--- src/rtl/bist_pkg.sv ---
// Shared types and default constants for the BIST sequencer.
package bist_pkg;

    typedef enum logic [2:0] {
        IDLE  = 3'd0,
        RSTD  = 3'd1,
        APPLY = 3'd2,
        WAIT  = 3'd3,
        CHECK = 3'd4,
        DONE  = 3'd5
    } bist_state_e;

    localparam int         DEF_WIDTH      = 8;
    localparam int         DEF_NUM_VEC    = 16;
    localparam int         DEF_DUV_LAT    = 2;
    localparam int         DEF_RST_CYCLES = 2;
    localparam int         DEF_ERR_W      = 8;
    localparam logic [7:0] DEF_SEED       = 8'hA5;

    function automatic logic is_busy(bist_state_e s);
        return (s == RSTD) || (s == APPLY) || (s == WAIT) || (s == CHECK);
    endfunction

    // Counter width large enough to hold the longer of the two hold-off loads.
    function automatic int cnt_width(int a, int b);
        int m;
        m = (a > b) ? a : b;
        return $clog2(m + 1) + 1;
    endfunction

endpackage

--- src/rtl/bist_ctrl_if.sv ---
// Stimulus/response link between the BIST controller and the device under test.
interface bist_ctrl_if import bist_pkg::*; #(
    parameter int WIDTH = DEF_WIDTH
) ();
    logic             duv_rst;
    logic [WIDTH-1:0] stim;
    logic             stim_valid;
    logic [WIDTH-1:0] duv_resp;
    logic [WIDTH-1:0] exp_resp;

    modport master (
        output duv_rst, stim, stim_valid,
        input  duv_resp, exp_resp
    );

    modport slave (
        input  duv_rst, stim, stim_valid,
        output duv_resp, exp_resp
    );
endinterface

--- src/rtl/bist_cnt.sv ---
// Loadable down-counter; tc is high while the count sits at zero.
module bist_cnt #(
    parameter int W = 4
) (
    input  logic         clk,
    input  logic         rst,
    input  logic         load,
    input  logic [W-1:0] load_val,
    output logic         tc
);
    logic [W-1:0] cnt_q;

    always_ff @(posedge clk or negedge rst) begin
        if (!rst) begin
            cnt_q <= '0;
        end else if (load) begin
            cnt_q <= load_val;
        end else if (cnt_q != '0) begin
            cnt_q <= cnt_q - 1'b1;
        end
    end

    assign tc = (cnt_q == '0);
endmodule

--- src/rtl/bist_ctrl.sv ---
// BIST run sequencer: resets the DUV, walks NUM_VEC stimulus vectors and tallies mismatches.
//
//   state | meaning
//   IDLE  | waiting for start, DUV reset released
//   RSTD  | DUV reset held for RST_CYCLES
//   APPLY | new stimulus presented, stim_valid strobe
//   WAIT  | DUV_LAT cycles of response latency
//   CHECK | compare duv_resp against exp_resp, advance vector
//   DONE  | run finished, results held until next start
module bist_ctrl import bist_pkg::*; #(
    parameter int               WIDTH      = DEF_WIDTH,
    parameter int               NUM_VEC    = DEF_NUM_VEC,
    parameter int               DUV_LAT    = DEF_DUV_LAT,
    parameter int               RST_CYCLES = DEF_RST_CYCLES,
    parameter int               ERR_W      = DEF_ERR_W,
    parameter logic [WIDTH-1:0] SEED       = WIDTH'(DEF_SEED),
    localparam int              IDX_W      = (NUM_VEC > 1) ? $clog2(NUM_VEC) : 1
) (
    input  logic             clk,
    input  logic             rst,
    input  logic             start,
    input  logic             abort,
    bist_ctrl_if.master      duv,
    output logic             busy,
    output logic             done,
    output logic             pass,
    output logic [ERR_W-1:0] errcount,
    output logic [IDX_W-1:0] first_err_idx,
    output logic [IDX_W-1:0] vec_idx
);
    localparam int               CNT_W     = cnt_width(RST_CYCLES, DUV_LAT);
    localparam logic [CNT_W-1:0] RST_LOAD  = CNT_W'(RST_CYCLES - 1);
    localparam logic [CNT_W-1:0] WAIT_LOAD = CNT_W'(DUV_LAT - 1);
    localparam logic [IDX_W-1:0] LAST_VEC  = IDX_W'(NUM_VEC - 1);
    localparam logic [ERR_W-1:0] ERR_MAX   = '1;

    bist_state_e      state_q, state_d;
    logic [IDX_W-1:0] vec_q, vec_d;
    logic [ERR_W-1:0] err_q, err_d;
    logic [IDX_W-1:0] ferr_q, ferr_d;
    logic             seen_q, seen_d;
    logic [WIDTH-1:0] stim_q, stim_d;
    logic             duv_rst_q, stim_valid_q, busy_q, done_q, pass_q;
    logic             cnt_load;
    logic [CNT_W-1:0] cnt_val;
    logic             cnt_tc;
    logic             mismatch;

    assign mismatch = (duv.duv_resp != duv.exp_resp);

    bist_cnt #(.W(CNT_W)) u_cnt (
        .clk      (clk),
        .rst      (rst),
        .load     (cnt_load),
        .load_val (cnt_val),
        .tc       (cnt_tc)
    );

    always_ff @(posedge clk or negedge rst) begin
        if (!rst) begin
            state_q <= IDLE;
        end else begin
            state_q <= state_d;
        end
    end

    always_comb begin
        state_d  = state_q;
        vec_d    = vec_q;
        err_d    = err_q;
        ferr_d   = ferr_q;
        seen_d   = seen_q;
        stim_d   = stim_q;
        cnt_load = 1'b0;
        cnt_val  = '0;

        case (state_q)
            IDLE, DONE: begin
                if (start) begin
                    vec_d    = '0;
                    err_d    = '0;
                    ferr_d   = '0;
                    seen_d   = 1'b0;
                    cnt_load = 1'b1;
                    cnt_val  = RST_LOAD;
                    state_d  = RSTD;
                end
            end
            RSTD: begin
                if (cnt_tc) begin
                    stim_d  = SEED + WIDTH'(vec_q);
                    state_d = APPLY;
                end
            end
            APPLY: begin
                cnt_load = 1'b1;
                cnt_val  = WAIT_LOAD;
                state_d  = WAIT;
            end
            WAIT: begin
                if (cnt_tc) begin
                    state_d = CHECK;
                end
            end
            CHECK: begin
                if (mismatch) begin
                    if (err_q != ERR_MAX) begin
                        err_d = err_q + 1'b1;
                    end
                    if (!seen_q) begin
                        ferr_d = vec_q;
                        seen_d = 1'b1;
                    end
                end
                if (vec_q == LAST_VEC) begin
                    state_d = DONE;
                end else begin
                    vec_d   = vec_q + 1'b1;
                    stim_d  = SEED + WIDTH'(vec_d);
                    state_d = APPLY;
                end
            end
            default: state_d = IDLE;
        endcase

        // Abort wins over everything, including the compare of a CHECK cycle.
        if (abort && is_busy(state_q)) begin
            state_d  = IDLE;
            vec_d    = vec_q;
            err_d    = err_q;
            ferr_d   = ferr_q;
            seen_d   = seen_q;
            stim_d   = stim_q;
            cnt_load = 1'b0;
        end
    end

    // Outputs are registered from the next-state decode so they line up with state_q.
    always_ff @(posedge clk or negedge rst) begin
        if (!rst) begin
            vec_q        <= '0;
            err_q        <= '0;
            ferr_q       <= '0;
            seen_q       <= 1'b0;
            stim_q       <= '0;
            duv_rst_q    <= 1'b1;
            stim_valid_q <= 1'b0;
            busy_q       <= 1'b0;
            done_q       <= 1'b0;
            pass_q       <= 1'b0;
        end else begin
            vec_q        <= vec_d;
            err_q        <= err_d;
            ferr_q       <= ferr_d;
            seen_q       <= seen_d;
            stim_q       <= stim_d;
            duv_rst_q    <= (state_d == RSTD);
            stim_valid_q <= (state_d == APPLY);
            busy_q       <= is_busy(state_d);
            done_q       <= (state_d == DONE);
            pass_q       <= (state_d == DONE) && (err_d == '0);
        end
    end

    assign duv.duv_rst    = duv_rst_q;
    assign duv.stim       = stim_q;
    assign duv.stim_valid = stim_valid_q;
    assign busy           = busy_q;
    assign done           = done_q;
    assign pass           = pass_q;
    assign errcount       = err_q;
    assign first_err_idx  = ferr_q;
    assign vec_idx        = vec_q;
endmodule

--- src/flat_wrapper.sv ---
// flat-port wrapper written by rule: the top's interface ports become plain ports
module bist_ctrl_flat import bist_pkg::*;
#(
    parameter int               WIDTH      = DEF_WIDTH,
    parameter int               NUM_VEC    = DEF_NUM_VEC,
    parameter int               DUV_LAT    = DEF_DUV_LAT,
    parameter int               RST_CYCLES = DEF_RST_CYCLES,
    parameter int               ERR_W      = DEF_ERR_W,
    parameter logic [WIDTH-1:0] SEED       = WIDTH'(DEF_SEED),
    localparam int              IDX_W      = (NUM_VEC > 1) ? $clog2(NUM_VEC) : 1
)
  (clk, rst, start, abort, busy, done, pass, errcount, first_err_idx, vec_idx, duv_duv_rst, duv_stim, duv_stim_valid, duv_duv_resp, duv_exp_resp);
  bist_ctrl_if #(.WIDTH(WIDTH)) duv_i ();
  input  logic clk;
  input  logic rst;
  input  logic start;
  input  logic abort;
  output logic busy;
  output logic done;
  output logic pass;
  output logic [ERR_W-1:0] errcount;
  output logic [IDX_W-1:0] first_err_idx;
  output logic [IDX_W-1:0] vec_idx;
  output wire logic [$bits(duv_i.duv_rst)-1:0] duv_duv_rst;
  output wire logic [$bits(duv_i.stim)-1:0] duv_stim;
  output wire logic [$bits(duv_i.stim_valid)-1:0] duv_stim_valid;
  input wire logic [$bits(duv_i.duv_resp)-1:0] duv_duv_resp;
  input wire logic [$bits(duv_i.exp_resp)-1:0] duv_exp_resp;
  assign duv_duv_rst = duv_i.duv_rst;
  assign duv_stim = duv_i.stim;
  assign duv_stim_valid = duv_i.stim_valid;
  assign duv_i.duv_resp = duv_duv_resp;
  assign duv_i.exp_resp = duv_exp_resp;
  bist_ctrl #(.WIDTH(WIDTH), .NUM_VEC(NUM_VEC), .DUV_LAT(DUV_LAT), .RST_CYCLES(RST_CYCLES), .ERR_W(ERR_W), .SEED(SEED)) u_core (.clk(clk), .rst(rst), .start(start), .abort(abort), .duv(duv_i), .busy(busy), .done(done), .pass(pass), .errcount(errcount), .first_err_idx(first_err_idx), .vec_idx(vec_idx));
endmodule
--- config.mk ---
export PLATFORM = sky130hd
export DESIGN_NAME = bist_ctrl_flat
export DESIGN_NICKNAME = d
export VERILOG_FILES = /design/src/rtl/bist_pkg.sv /design/src/rtl/bist_ctrl_if.sv /design/src/rtl/bist_cnt.sv /design/src/rtl/bist_ctrl.sv /design/src/flat_wrapper.sv
export SDC_FILE = /design/constraint.sdc
export NUM_CORES = 1
export LEC_CHECK = 0
export BUFFER_PORTS_ARGS = -buffer_cell sky130_fd_sc_hd__buf_2
export CORE_UTILIZATION = 40
export CTS_BUF_LIST = sky130_fd_sc_hd__clkbuf_8
export CTS_CLUSTER_SIZE = 28
export DETAILED_ROUTE_END_ITERATION = 8
export GPL_TIMING_DRIVEN = 0
export PLACE_DENSITY_LB_ADDON = 0.25
export SLEW_MARGIN = 20
export SYNTH_ARGS = -nofsm -noshare
export SYNTH_HDL_FRONTEND = slang
export SYNTH_SLANG_ARGS = --single-unit
--- constraint.sdc ---
create_clock -name clk -period 7 [get_ports clk]
set_input_delay 0.7 -clock clk [delete_from_list [all_inputs] [get_ports clk]]
set_output_delay 0.7 -clock clk [all_outputs]
set_load 0.005 [all_outputs]
Yosys cells after proc, flatten, opt, wreduce, memory -nomap -nowiden

Index checks and enable logic that the tools add are counted.

$add $sub $neg: 5
Reductions and logical operators: 20
Multiplexer cells: 30
Bitwise gates (word level): 1
Equal/unequal tests: 18

Operators with widths:

| kind                  | count |
|---|---|
| $mux W8               | 6 |
| $pmux W8 S2           | 2 |
| $mux W3               | 7 |
| $add A8 B4 Y8 const A | 2 |
| $mux W4               | 4 |
| $pmux W4 S2           | 2 |
| $pmux W3 S5           | 1 |
| $eq A3 B2 Y1 const B  | 4 |
| $eq A3 B3 Y1 const B  | 4 |
| $reduce_and A4 Y1     | 3 |
| $add A8 B1 Y8 const B | 1 |
| $logic_not A8 Y1      | 1 |
| $ne A8 B8 Y1          | 1 |
| $ne A8 B8 Y1 const B  | 1 |
| $eq A3 B1 Y1 const B  | 2 |
| $logic_not A3 Y1      | 2 |
| $logic_or A1 B1 Y1    | 6 |
| $ne A2 B2 Y1 const B  | 3 |
| $pmux W3 S2           | 1 |
| $reduce_bool A2 Y1    | 3 |
| $mux W1               | 5 |
| $reduce_and A5 Y1     | 1 |
| $add A4 B1 Y4 const B | 1 |
| $eq A4 B4 Y1 const B  | 1 |
| other kinds (7)       | 10 |

Bits of input ports: 20
Flip-flop bits (word level): 36
Output and inout port bits: 29

Depth between registers and ports, before layout

Depth after elaboration: 10
Mapped depth: 12
Depth with buffers taken out: 10

By module

Synthesis repeated with hierarchy kept, for this count alone.

Cell total of the unflattened synthesis: 217
Area, all modules: 2090.8 um^2

Modules (own cells, without submodules):

| module    | cells each | area an instance (um^2) | instances |
|---|---|---|---|
| bist_ctrl | 196        | 1890.6                  | 1 |
| bist_cnt  | 21         | 200.2                   | 1 |

Least setup slack after synthesis

No wires, ideal clock.

Kind: in2reg
From: in abort
To: reg u_core.pass_q (netlist: u_core.pass)
Path slack: 4.595 ns
Arrival time: 2.310 ns
Buffers on the path: 1
Data required time: 6.905 ns
Stages: 8
Path through: buf_6 nor2_4 a21oi_2 a211o_4 o31ai_2 o41ai_1 or4_1 nor4b_2

Word-level cells in the longest chain between the ends: 4
Elaborated cells on any way between the ends: 6
Classes of those cells: eq/ne: 1; mux: 2; reduce/logical: 3

RTL lines:

| item                   | RTL line           | source |
|---|---|---|
| start: declaration     | flat_wrapper.sv:17 | `input logic abort;` |
| $logic_and A1 B1 Y1    | bist_ctrl.sv:127   | `if (abort && is_busy(state_q)) begin` |
| $mux W8                | bist_ctrl.sv:127   |  |
| net u_core.err_d[4]    | bist_ctrl.sv:39    | `logic [ERR_W-1:0] err_q, err_d;` |
| $logic_not A8 Y1       | bist_ctrl.sv:161   | `pass_q <= (state_d == DONE) && (err_d == '0);` |
| $logic_and A1 B1 Y1    | bist_ctrl.sv:161   |  |
| end signal: assignment | bist_ctrl.sv:161   |  |
| end: declaration       | bist_ctrl.sv:43    | `logic duv_rst_q, stim_valid_q, busy_q, done_q, pass_q;` |

The timed path passes the listed nets, and every way through them passes these cells.
A chain may end at the register's enable or synchronous reset.

Final worst setup path

From: reg u_core.state_q[0]
To: reg u_core.stim_q[2] (netlist: u_core.duv.stim[2])

Word-level cells in the longest chain between the ends: 7
Elaborated cells on any way between the ends: 14
Classes of those cells: eq/ne: 6; mux: 1; bitwise: 1; reduce/logical: 6

RTL lines:

| item                                         | RTL line                        | source |
|---|---|---|
| start: declaration                           | bist_ctrl.sv:37                 | `bist_state_e state_q, state_d;` |
| start signal: assignment                     | bist_ctrl.sv:63                 | `state_q <= state_d;` |
| $eq A3 B1 Y1 or $eq A3 B2 Y1 (tied branches) | bist_pkg.sv:21, bist_ctrl.sv:77 |  |
| $logic_or A1 B1 Y1 (3 in series)             | bist_pkg.sv:21                  | `return (s == RSTD) \|\| (s == APPLY) \|\| (s == WAIT) \|\| (s == CHECK);` |
| $logic_and A1 B1 Y1                          | bist_ctrl.sv:127                |  |
| $not A1 Y1 (no line)                         | --                              |  |
| $reduce_and A4 Y1 (no line)                  | --                              |  |
| end signal: assignment                       | bist_ctrl.sv:156                | `stim_q <= stim_d;` |
| end: declaration                             | bist_ctrl.sv:42                 | `logic [WIDTH-1:0] stim_q, stim_d;` |

Parallel ways exist; a longest one is shown, timed or not.

==> metrics.txt <==
GR Util met2=29.2%; Die Span Y=about 73 µm; r2r setup slk=4390 ps; Peak Freq=~380 MHz; Fill cells=459; min Tclk post-route=around 2600 ps; commonest non-fill, non-tap cells in the layout=buf_2, dfrtp_1, nor2_1, a21oi_1, nand2_1; critical path peak fanout=11; Final Core Density=approximately half; Mapped Area=1990 µm²; CTS tree=done; Clock Sink Count=34; Synth warnings=0; met3 usage=between 4 and 5%; GRT Total Usage=18.2%; DR DRC count=0; initial core utilization=41.9%; reg-to-reg endpoint=u_core.duv.stim[2]$_DFFE_PN0P_; final instance area=2450 µm²; Syn Nets=240; Slew @ Worst Pin=1010 ps; cell accounting for the most synthesized area=dfrtp_1; Inserted Diodes=0; average wire per standard cell=roughly 13 µm; max_slew headroom=between 30% and 40%; ys flop type=dfrtp_1; Placed Area=between 2000 and 2500 µm²; commonest non-fill, non-tap cell in the layout=buf_2; clock skew=~4.3 ps; GR peak layer=met2; Hold WC Path Type=in2async; crit-path cells=buf_2 -> nor2_1 -> clkbuf_1 -> ha_1 -> inv_1 -> ha_1 -> inv_1 -> xnor2_1 -> mux2_2; Max stage delay cell, worst path=dfrtp_1; reg2reg path depth=9; final antenna-violating net count=0; flops & latches, synth=34; IO buf count=46; largest net degree at the start of global routing=35; Synth cell types=48; first-pass GRT wire length=7360 µm; Post-CTS Resized=0; crit end category=register; Post-synth EDFFs=0; Synth Instances=between 200 and 250; max_cap viols=0; Peak VDD IR=0.116 mV; top cell type's share of synthesized area=41.5%; Clk Tree Root Cell=clkbuf_8; Async S/R FF share, synth=100%; hold_buf cts=0; total gr overflow=0; RSZ-0062 raised after global routing=no; # rows=25; CP delay by family, top=buffers and inverters; met1 usage in global routing=23.2%; PwrDens=305 nW/µm²; WP buf/inv=4; core area=4750 µm²; TritonRoute pass-1 iters=4; H-Tree Level Count=2; wirelength, routed=4360 µm; Setup crit start kind=register; CTS buffer count=5; initial antenna violation count=0; HPWL after detailed placement=3120 µm; area delta synth->final=22.9%; Pins Over Slew Limit=0; nets=293; final hold vios=0; status=complete, no violations; R2R Path Start=u_core.state_q[0]$_DFF_PN0_; clk_lat worst skew=just under 300 ps; dpl cells=326; number of global-route vias before repair=1639; period utilization=37.3%; drt via density=5.15; Synth area leaders=dfrtp_1, mux2_2, a21oi_1, ha_1, xnor2_1; 1st-iter DRT viols=78; Clk pin slew, worst setup/hold paths=70 ps; multi-input logic area=1040 µm²; gpl congestion=0.800; via count=1719; Fin Hold WS=between 400 and 500 ps; non-filler instance count after layout=334; Mean Syn Cell Area=9.35 µm²; endpoints failing setup=0; Worst EP arrival=2790 ps; sequential share of the synthesized area=between 40% and 50%; I/O Pins=49; share of cells above drive strength 1=29.2%; slowest stage delay, CP=460 ps; post-CTS setup buffer count=0; Max clock buf depth=2; WP data required=7180 ps; leakage=between 0.001 and 0.0015 µW; Die X=72.6 µm; die area=5270 µm²; Reg area=between 800 and 900 µm²; setup TNS=0 ps; Setup CP Type=reg2reg
## state kept, by name, indices dropped and copies added, names as in the netlist
name and count:
u_core.done 1, u_core.vec_idx 4, u_core.errcount 8, u_core.duv.stim 6, u_core.duv.duv_rst 1, u_core.busy 1, u_core.first_err_idx 4, u_core.u_cnt.cnt_q 3
u_core.state_q 3, u_core.duv.stim_valid 1, u_core.seen_q 1, u_core.pass 1
## Yosys cell counts (2+ instances only)
master,count
nand4_1,4
nor2b_1,3
ha_1,7
o21ai_0,10
clkbuf_1,5
buf_4,2
nor3_1,4
nand2b_1,4
nand3_1,7
nand2_1,19
o31ai_1,2
xor2_1,6
o41ai_1,2
o22ai_1,3
or2_2,2
dfrtp_1,33
nor2_1,20
inv_1,12
mux2_2,9
buf_2,2
a21o_1,2
xnor2_1,9
o211a_1,2
a21oi_1,20
## cells by family after synthesis
logic type | share of synthesized area (%)
and+or+nand+nor | 18.2
buffers and inverters | 5.21
adders and majority gates | 4.40
DFF | 42.8
AOI/OAI and AO/OA | 17.5
xor gates and xnor gates | 6.60
other | 0.188
muxes | 5.09
## report_power, final
group          total, µW  internal [µW]  switching [µW]
Clock                228            152            76.0
Sequential           263            239            23.8
Combinational        255            110             145
## worst reg2reg max path, cell delays in order, from the launching register on
cell and delay, ps:
dfrtp_1 460, buf_2 220, nor2_1 410, clkbuf_1 440, ha_1 330, inv_1 80
ha_1 140, inv_1 50, xnor2_1 110, mux2_2 260
## per-layer routing
layer | vias up | share of wire (%)
met5 | - | 0
met4 | 0 | 2.0
met3 | 7 | 4.8
met2 | 52 | 47
met1 | 816 | 46
li1 | 844 | -
## how the worst max path moves through the flow
stage                                      from                             end  slack, ps  cells after the start
floorplan                                 abort           u_core.pass$_DFF_PN0_       4600                      8
global placement                          abort           u_core.pass$_DFF_PN0_       4210                      7
detailed placement                        abort           u_core.pass$_DFF_PN0_       4260                      7
CTS                 u_core.state_q[0]$_DFF_PN0_  u_core.duv.stim[2]$_DFFE_PN0P_       4380                      9
global route        u_core.state_q[0]$_DFF_PN0_  u_core.duv.stim[2]$_DFFE_PN0P_       4190                      9
finish              u_core.state_q[0]$_DFF_PN0_  u_core.duv.stim[2]$_DFFE_PN0P_       4390                      9
## stage by stage
stage          setup slack (ps)  power [µW]
2_1_floorplan              4600         450
3_3_place_gp               4210         521
3_5_place_dp               4260         524
4_1_cts                    4380         752
5_1_grt                    4190         798
6_report                   4390         746
## final cells by class
cell class / instances / share of cell area (%)
Inverter: 13 / 1.99
Clock inverter: 2 / 2.45
Tap cell: 67 / 3.42
Sequential cell: 34 / 34.8
Multi-Input combinational cell: 156 / 42.3
Buffer: 10 / 2.25
Timing Repair Buffer: 46 / 9.40
Clock buffer: 6 / 3.37
(Power assumes the default switching activity.)
